[config.mk]
export PLATFORM = sky130hd
export DESIGN_NAME = mmio_io_responder
export DESIGN_NICKNAME = d
export VERILOG_FILES = /design/src/rtl/io_pkg.sv /design/src/rtl/btn_conditioner.sv /design/src/rtl/mmio_io_responder.sv
export SDC_FILE = /design/constraint.sdc
export NUM_CORES = 1
export LEC_CHECK = 0
export BUFFER_PORTS_ARGS = -buffer_cell sky130_fd_sc_hd__buf_2
export CORE_ASPECT_RATIO = 1.2
export CORE_UTILIZATION = 30
export DETAILED_ROUTE_END_ITERATION = 10
export PLACE_DENSITY = 0.55
export SYNTH_ARGS = -nofsm -noshare
export SYNTH_HDL_FRONTEND = slang
export SYNTH_HIERARCHICAL = 1
export SYNTH_SLANG_ARGS = --single-unit
[constraint.sdc]
create_clock -name clk -period 3.1 [get_ports clk]
set_clock_uncertainty 0.05 [all_clocks]
set_input_delay 0.31 -clock clk [delete_from_list [all_inputs] [get_ports clk]]
set_output_delay 0.31 -clock clk [all_outputs]
set_load 0.05 [all_outputs]
[src/rtl/io_pkg.sv]
// Shared constants for the MMIO IO responder: register offsets and status bit positions.
package io_pkg;

    localparam int unsigned DATA_W = 32;
    localparam int unsigned SW_W   = 16;

    localparam logic [1:0] IO_STATUS   = 2'b00;
    localparam logic [1:0] IO_SWDATA   = 2'b01;
    localparam logic [1:0] IO_LEDDATA  = 2'b10;
    localparam logic [1:0] IO_RESERVED = 2'b11;

    localparam int unsigned ST_LED_READY = 0;
    localparam int unsigned ST_SW_READY  = 1;

endpackage

[src/rtl/btn_conditioner.sv]
// Raw button -> 2-flop synchronizer -> optional debouncer (DEBOUNCE_EN) -> one-cycle rising-edge pulse.
module btn_conditioner #(
    parameter logic [19:0] DB_CYCLES = 20'd500000
) (
    input  logic clk,
    input  logic reset,
    input  logic raw,
    output logic pulse
);

    logic       s1;
    logic       s2;
    logic       filt;
    logic       prev;
    logic       armed;
    logic [1:0] vld;

    // armed only once a genuinely sampled low has been seen, so a button held through reset cannot fire
    always_ff @(posedge clk) begin
        if (reset) begin
            s1    <= 1'b0;
            s2    <= 1'b0;
            vld   <= 2'b00;
            armed <= 1'b0;
            prev  <= 1'b0;
            pulse <= 1'b0;
        end else begin
            s1    <= raw;
            s2    <= s1;
            vld   <= {vld[0], 1'b1};
            armed <= armed | (vld[1] & ~s2);
            prev  <= filt;
            pulse <= armed & filt & ~prev;
        end
    end

`ifdef DEBOUNCE_EN
    localparam int unsigned CNT_W = $clog2(int'(DB_CYCLES) + 1);

    logic [CNT_W-1:0] cnt;

    // filtered level follows s2 only after DB_CYCLES consecutive disagreeing cycles
    always_ff @(posedge clk) begin
        if (reset) begin
            cnt  <= '0;
            filt <= 1'b0;
        end else if (s2 != filt) begin
            if (cnt == CNT_W'(DB_CYCLES - 20'd1)) begin
                cnt  <= '0;
                filt <= s2;
            end else begin
                cnt <= cnt + CNT_W'(1);
            end
        end else begin
            cnt <= '0;
        end
    end
`else
    logic unused_db;

    assign filt      = s2;
    assign unused_db = ^DB_CYCLES;
`endif

endmodule

[src/rtl/mmio_io_responder.sv]
// MMIO peripheral responder: button/ready handshake, switch capture and LED register.
// Optional debounce of the buttons is enabled with DEBOUNCE_EN.
module mmio_io_responder
    import io_pkg::*;
#(
    parameter logic [19:0] DB_CYCLES = 20'd500000,
    parameter int unsigned LED_W     = 12
) (
    input  logic              clk,
    input  logic              reset,
    input  logic              pRead,
    input  logic              pWrite,
    input  logic [1:0]        addr,
    input  logic [DATA_W-1:0] writeData,
    output logic [DATA_W-1:0] readData,
    input  logic              btnL,
    input  logic              btnR,
    input  logic [SW_W-1:0]   switch,
    output logic [LED_W-1:0]  led
);

    logic            btnl_p;
    logic            btnr_p;
    logic [SW_W-1:0] sw_s1;
    logic [SW_W-1:0] sw_s2;
    logic [SW_W-1:0] sw_cap;
    logic            sw_ready;
    logic            led_ready;
    logic            sw_rd;
    logic            led_wr;
    logic            unused_wdata;

    btn_conditioner #(.DB_CYCLES(DB_CYCLES)) u_btnl (
        .clk   (clk),
        .reset (reset),
        .raw   (btnL),
        .pulse (btnl_p)
    );

    btn_conditioner #(.DB_CYCLES(DB_CYCLES)) u_btnr (
        .clk   (clk),
        .reset (reset),
        .raw   (btnR),
        .pulse (btnr_p)
    );

    assign sw_rd        = pRead & (addr == IO_SWDATA);
    assign led_wr       = pWrite & (addr == IO_LEDDATA);
    assign unused_wdata = ^writeData[DATA_W-1:LED_W];

    // set events win over the clearing read/write in the same cycle
    always_ff @(posedge clk) begin
        if (reset) begin
            sw_s1     <= '0;
            sw_s2     <= '0;
            sw_cap    <= '0;
            sw_ready  <= 1'b0;
            led_ready <= 1'b0;
            led       <= '0;
        end else begin
            sw_s1 <= switch;
            sw_s2 <= sw_s1;
            if (btnr_p) begin
                sw_cap   <= sw_s2;
                sw_ready <= 1'b1;
            end else if (sw_rd) begin
                sw_ready <= 1'b0;
            end
            if (led_wr) begin
                led <= writeData[LED_W-1:0];
            end
            if (btnl_p) begin
                led_ready <= 1'b1;
            end else if (led_wr) begin
                led_ready <= 1'b0;
            end
        end
    end

    // read mux reflects pre-edge state
    always_comb begin
        readData = '0;
        if (pRead) begin
            case (addr)
                IO_STATUS: begin
                    readData[ST_LED_READY] = led_ready;
                    readData[ST_SW_READY]  = sw_ready;
                end
                IO_SWDATA: readData = DATA_W'(sw_cap);
                default:   readData = '0;
            endcase
        end
    end

endmodule
==> summary.md, run 1 <==
| Metric | Value |
|---|---|
| First-pass GRT wire length | `between 7000 and 8000 um` |
| Setup Crit Path Kind | `in -> out` |
| Sequential area share after synthesis | `between 50% and 60%` |
| CP Buf/Inv Count | `2` |
| Syn Area/Cell | `10.8 um2` |
| Clk slew on worst S/H paths | `70 ps` |
| EDFF count, synth | `0` |
| Top achievable clock speed | `around 610 MHz` |
| Via count | `1682` |
| Slowest stage delay, CP | `roughly 400 ps` |
| Fin. max-slew vios | `0` |
| Core Region | `roughly 8700 um2` |
| DP Wirelength | `approximately 2800 um` |
| Fill cell count | `~900` |
| Post-Synthesis Cells | `roughly 250` |
| First DRT Iteration DRCs | `47` |
| CP delay by family, top | `simple AND/OR/NAND/NOR gates` |
| Chip width | `approximately 89 um` |
| Startpoint types | `input port` |
| Placed instance area | `around 3000 um2` |
| Initial DRT Pass Iterations | `4` |
| FP Rows | `37` |
| CTS tree | `built` |
| YS warnings | `6` |
| Clk Latency, worst-skew pair | `between 300 and 400 ps` |
| Initial Util | `31.3%` |
| Worst Tran Pin Value | `between 1000 and 1500 ps` |
| CP dominant cell by count | `buf_2` |
| Hold_buf cts | `0` |
| H-Tree Depth | `3` |
| Vias in the first global route | `1575` |
| Peak VDD IR | `~0.00018 V` |
| Root Buffer | `clkbuf_8` |
| Vias per cell | `3.88` |
| I/O pin cnt | `100` |
| Period utilisation layout | `between 50% and 60%` |
| N_diodes | `0` |
| Synth Register Bits | `76` |
| Antenna violations before repair | `0` |
| Setup-failing EPs final | `0` |
| Class of the worst hold path | `in -> reg` |
| Critical Path Slowest Stage Cell | `and3b_2` |
| Final Util | `36.9%` |
| Post-CTS Setup Inserts | `0` |
| Async set-reset flop share out of synthesis | `0%` |
| Post-DRT Antenna Nets | `0` |
| Final min period | `approximately 1700 ps` |
| Status | `completed` |
| Worst slew margin | `between 30% and 40%` |
| Gr ovfl total | `0` |
| Maxcap violations | `0` |
| Post-layout instance area | `3210 um2` |
| Die height | `~110 um` |
| Sequential cell area | `between 1500 and 2000 um2` |
| Area growth syn-to-layout | `18.0%` |
| IO buf count | `63` |
| Most frequent cells in the layout | `76 x dfxtp_1, 63 x buf_2, 32 x nor2b_1, 30 x mux2i_1, 29 x nand2b_1` |
| DRC | `0` |
| Worst-path maximum fanout | `15` |
| GRT Total Usage | `9.93%` |
| Commonest non-fill, non-tap cell in the layout | `dfxtp_1` |
| Pin count of the biggest net entering global routing | `41` |
| Fraction of layout instances using a drive strength above 1 | `between 20 and 30%` |
| Clk buf depth | `2` |
| Main flop type after synthesis | `dfxtp_1` |
| Cell Chain, Critical Path | `buf_2 > and3b_2 > and2_1 > buf_2` |
| Synthesized area | `between 2000 and 3000 um2` |
| Routability Congestion | `approximately 0.63` |
| Total negative setup slack | `0 ps` |
| Drt total wl | `~4200 um` |
| Yosys cell types | `20` |
| Unrepaired setup endpoints after global routing | `no` |
| Leakage | `about 1.4 nW` |
| Pwr per Cell Area | `557 nW/um2` |
| Cts bufs inserted | `9` |
| Crit path required time | `about 2700 ps` |
| Layout net count | `roughly 370` |
| Area occupied by multi-input gates | `a little over 1000 um2` |
| Wire length per cell | `around 9.8 um` |
| CP arrival | `1290 ps` |
| # clock sinks | `76` |
| Die ar. | `between 9000 and 10000 um2` |
| CP Capture Type | `output port` |
| CTS resizes | `0` |
| Hold Fails Final Rpt | `0` |
==> registers in the layout, summed over array words and instances, names as in the netlist, 2 cells and up <==
name	cells
sw_s1	16
u_btnr/vld	2
sw_cap	16
sw_s2	16
led	12
u_btnl/vld	2
==> cells by family (layout without fill, tap and decap cells) <==
kind of cell / Yosys count / in the layout / share of synthesized area (%)
other: 1 / 16 / 0.138
buffers and inverters: 35 / 85 / 8.18
muxes: 30 / 30 / 11.0
and+or+nand+nor: 105 / 105 / 23.9
AOI/OAI and AO/OA: 4 / 4 / 0.828
DFF: 76 / 76 / 55.9
==> final cells by class <==
cell class,instances,area share [%]
Timing Repair Buffer,65,10.3
Multi-Input combinational cell,155,32.2
Clock inverter,3,0.468
Sequential cell,76,47.4
Clock buffer,11,4.40
Tap cell,117,4.56
Inverter,6,0.701
==> where the power goes <==
part	internal (mW)	leakage (nW)	switching, mW
Clock	0.299	0.0848	0.319
Sequential	1.01	0.623	0.00939
Combinational	0.0508	0.686	0.100
==> path summary, 6_finish.rpt <==
check / end / startpoint / slack [ps] / cells after the start
min reg2reg: u_btnr/pulse / u_btnr/prev / 350 / 1
max: readData[3] / addr[1] / 1450 / 4
max reg2reg: sw_cap[4] / u_btnr/pulse / 1570 / 2
min: sw_s1[9] / switch[9] / 130 / 2
==> Yosys cell counts, types with 3 or more instances <==
cell type	instances	share of area, %
dfxtp_1	76	56
nor2b_1	32	7.4
mux2i_1	30	11
nand2b_1	29	6.7
nor2_1	18	2.5
buf_4	17	4.7
and2_1	14	3.2
clkbuf_1	7	0.97
and2b_2	6	1.9
inv_1	6	0.83
buf_2	3	0.55
==> metrics by stage <==
stage / worst slack (ps) / instances / hold WS [ps] / power (mW)
finish: 1450 / 433 / 127 / 1.79
floorplan: 1530 / 266 / 317 / 1.17
detailed placement: 1420 / 419 / 351 / 1.19
global placement: 1420 / 419 / 344 / 1.19
CTS: 1420 / 433 / 110 / 1.82
global route: 1380 / 433 / 112 / 1.88
==> routing by layer <==
layer	track usage [%]	share of wire [%]
met4	7.14	3.0
met5	0	0
met1	10.8	45
met3	2.64	5.7
met2	16.3	47
==> worst register-to-register path: cells and delay by family (launching register included) <==
family / cells / cell delay, ps
mux: 1 / 280
flops: 1 / 1010
simple gates: 1 / 60
Note: power is estimated with default switching activity, not from simulation.
==> run 2, diff against run 1 <==
Settings changed: PLACE_DENSITY 0.55 to 0.57.
Clock period 3.1 ns to 1.5 ns, I/O delays scaled along.
==> run 2 against run 1 <==
  * Core utilization rose by 4.2 points
  * Clock-buffer cell count up 1
  * First-iteration DRC count decreased by 8.5%
  * Sequential share of layout area decreased by 4.8 points
  * Critical endpoint is now readData[1]
  * Via count up 7.4%
  * Power grew 130%
  * Clock power grew to 2.7 times the previous value
==> summary.md, run 2 (synthesized netlist as in run 1, its figures left out) <==
| Metric | Value |
|---|---|
| CP Capture Type | `output port` |
| Worst-path maximum fanout | `2 (-13)` |
| WHS | `21.2 ps (-106 ps)` |
| Peak VDD IR | `0.000464 V (+160%)` |
| Status | `completed` |
| Via count | `1807 (+7.4%)` |
| Unrepaired setup endpoints after global routing | `no` |
| Clk buf depth | `2 (unchanged)` |
| Pin count of the biggest net entering global routing | `89 (+120%)` |
| Pwr per Cell Area | `1160 nW/um2 (+110%)` |
| N_diodes | `0 (unchanged)` |
| Drt total wl | `4550 um (+7.7%)` |
| Die ar. | `9460 um2 (unchanged)` |
| Initial DRT Pass Iterations | `4 (unchanged)` |
| Fin. max-slew vios | `0 (unchanged)` |
| Core Region | `8700 um2 (unchanged)` |
| FP Rows | `37 (unchanged)` |
| Placed instance area | `3070 um2 (+0.66%)` |
| Wire length per cell | `9.81 um (+0.49%)` |
| Top achievable clock speed | `approximately 750 MHz` |
| Root Buffer | `clkbuf_8` |
| H-Tree Depth | `3 (unchanged)` |
| Final Non-Filler Cells | `464 (+7.2%)` |
| DP Wirelength | `2740 um (-1.3%)` |
| Total chip power | `4.16 mW (+130%)` |
| First-pass GRT wire length | `7200 um (+2.8%)` |
| Vias per cell | `3.89 (+0.25%)` |
| Fraction of layout instances using a drive strength above 1 | `26.2% (-1.9 points)` |
| Most frequent cells in the layout | `76 x dfxtp_1, 63 x buf_2, 32 x nor2b_1, 30 x mux2i_1, 29 x nand2b_1` |
| DRC | `0 (unchanged)` |
| Area growth syn-to-layout | `31.3%` |
| IO buf count | `63 (unchanged)` |
| I/O pin cnt | `100 (unchanged)` |
| # clock sinks | `76 (unchanged)` |
| CP arrival | `1140 ps (-150 ps)` |
| Antenna violations before repair | `0 (unchanged)` |
| CTS tree | `built` |
| First DRT Iteration DRCs | `43 (-8.5%)` |
| Final min period | `1340 ps` |
| Initial Util | `31.3% (unchanged)` |
| Crit path required time | `1300 ps (-1440 ps)` |
| Post-layout instance area | `3570 um2 (+11%)` |
| Die height | `106 um (unchanged)` |
| Setup-failing EPs final | `0 (unchanged)` |
| Top Registers | `sw_cap x16, sw_s1 x16, sw_s2 x16` |
| Leakage | `1.54 nW (+11%)` |
| Routability Congestion | `0.675 (+7.0%)` |
| Startpoint types | `register` |
| Cts bufs inserted | `9 (unchanged)` |
| Gr ovfl total | `0 (unchanged)` |
| Maxcap violations | `0 (unchanged)` |
| DP Cell Count | `420 (+0.24%)` |
| Total negative setup slack | `0 ps (unchanged)` |
| CTS resizes | `0 (unchanged)` |
| Layout net count | `398 (+7.9%)` |
| Post-DRT Antenna Nets | `0 (unchanged)` |
| Vias in the first global route | `1660 (+5.4%)` |
| Commonest non-fill, non-tap cell in the layout | `dfxtp_1` |
| Class of the worst hold path | `in -> reg` |
| Clk Latency, worst-skew pair | `350 ps (about the same)` |
| Hold Fails Final Rpt | `0 (unchanged)` |
| GRT Total Usage | `10.4% (+0.49 points)` |
| Setup Crit Path Kind | `reg -> out` |
| Clk slew on worst S/H paths | `70 ps (about the same)` |
| Chip width | `88.9 um (unchanged)` |
| Period utilisation layout | `approximately 89%` |
run 2: final cells by class:
cell class                 instances  area (um2)
clock buffer                      12         145
clock inverter                     4        72.6
fill                             905        5130
inverter                           6        22.5
multi-input combinational        155        1030
sequential                        76        1520
tap                              117         146
timing repair buffer              94         631
run 2: stage by stage:
step | utilization (%) | setup slack [ps]
4_1_cts | 41.0 | 138
5_1_grt | 41.0 | 104
3_3_place_gp | 35.3 | 146
2_1_floorplan | - | 249
6_report | 41.0 | 165
3_5_place_dp | 35.3 | 156
run 2: critical path, stage by stage (launching register included):
cell and delay (ps):
dfxtp_1 350, mux2i_1 90, nor2_1 80, buf_2 260
run 2: per-layer routing:
| layer | routed length [um] | track usage, % |
|---|---|---|
| met1 | 2050 | 10.9 |
| met2 | 2080 | 16.7 |
| met3 | 225 | 2.64 |
| met4 | 198 | 9.52 |
| met5 | 0 | 0 |
run 2: timing repair:
| action | 4_1_cts | 5_1_grt |
|---|---|---|
| setup endpoints to repair | 0 | 0 |
| hold endpoints to repair | 28 | 0 |
| buffers inserted | 0 | 0 |
| hold buffers | 28 | 0 |
run 2: power breakdown:
part           internal, mW  switching, mW
Clock                 0.980          0.697
Sequential             2.09         0.0180
Combinational         0.155          0.220
run 2: path summary, 6_finish.rpt:
check / from / endpoint / slack, ps / cells after the start
max: sw_cap[1] / readData[1] / 160 / 3
min reg2reg: u_btnr/prev / u_btnr/pulse / 350 / 1
max reg2reg: u_btnr/pulse / sw_cap[2] / 440 / 3
min: writeData[6] / led[6] / 20 / 3
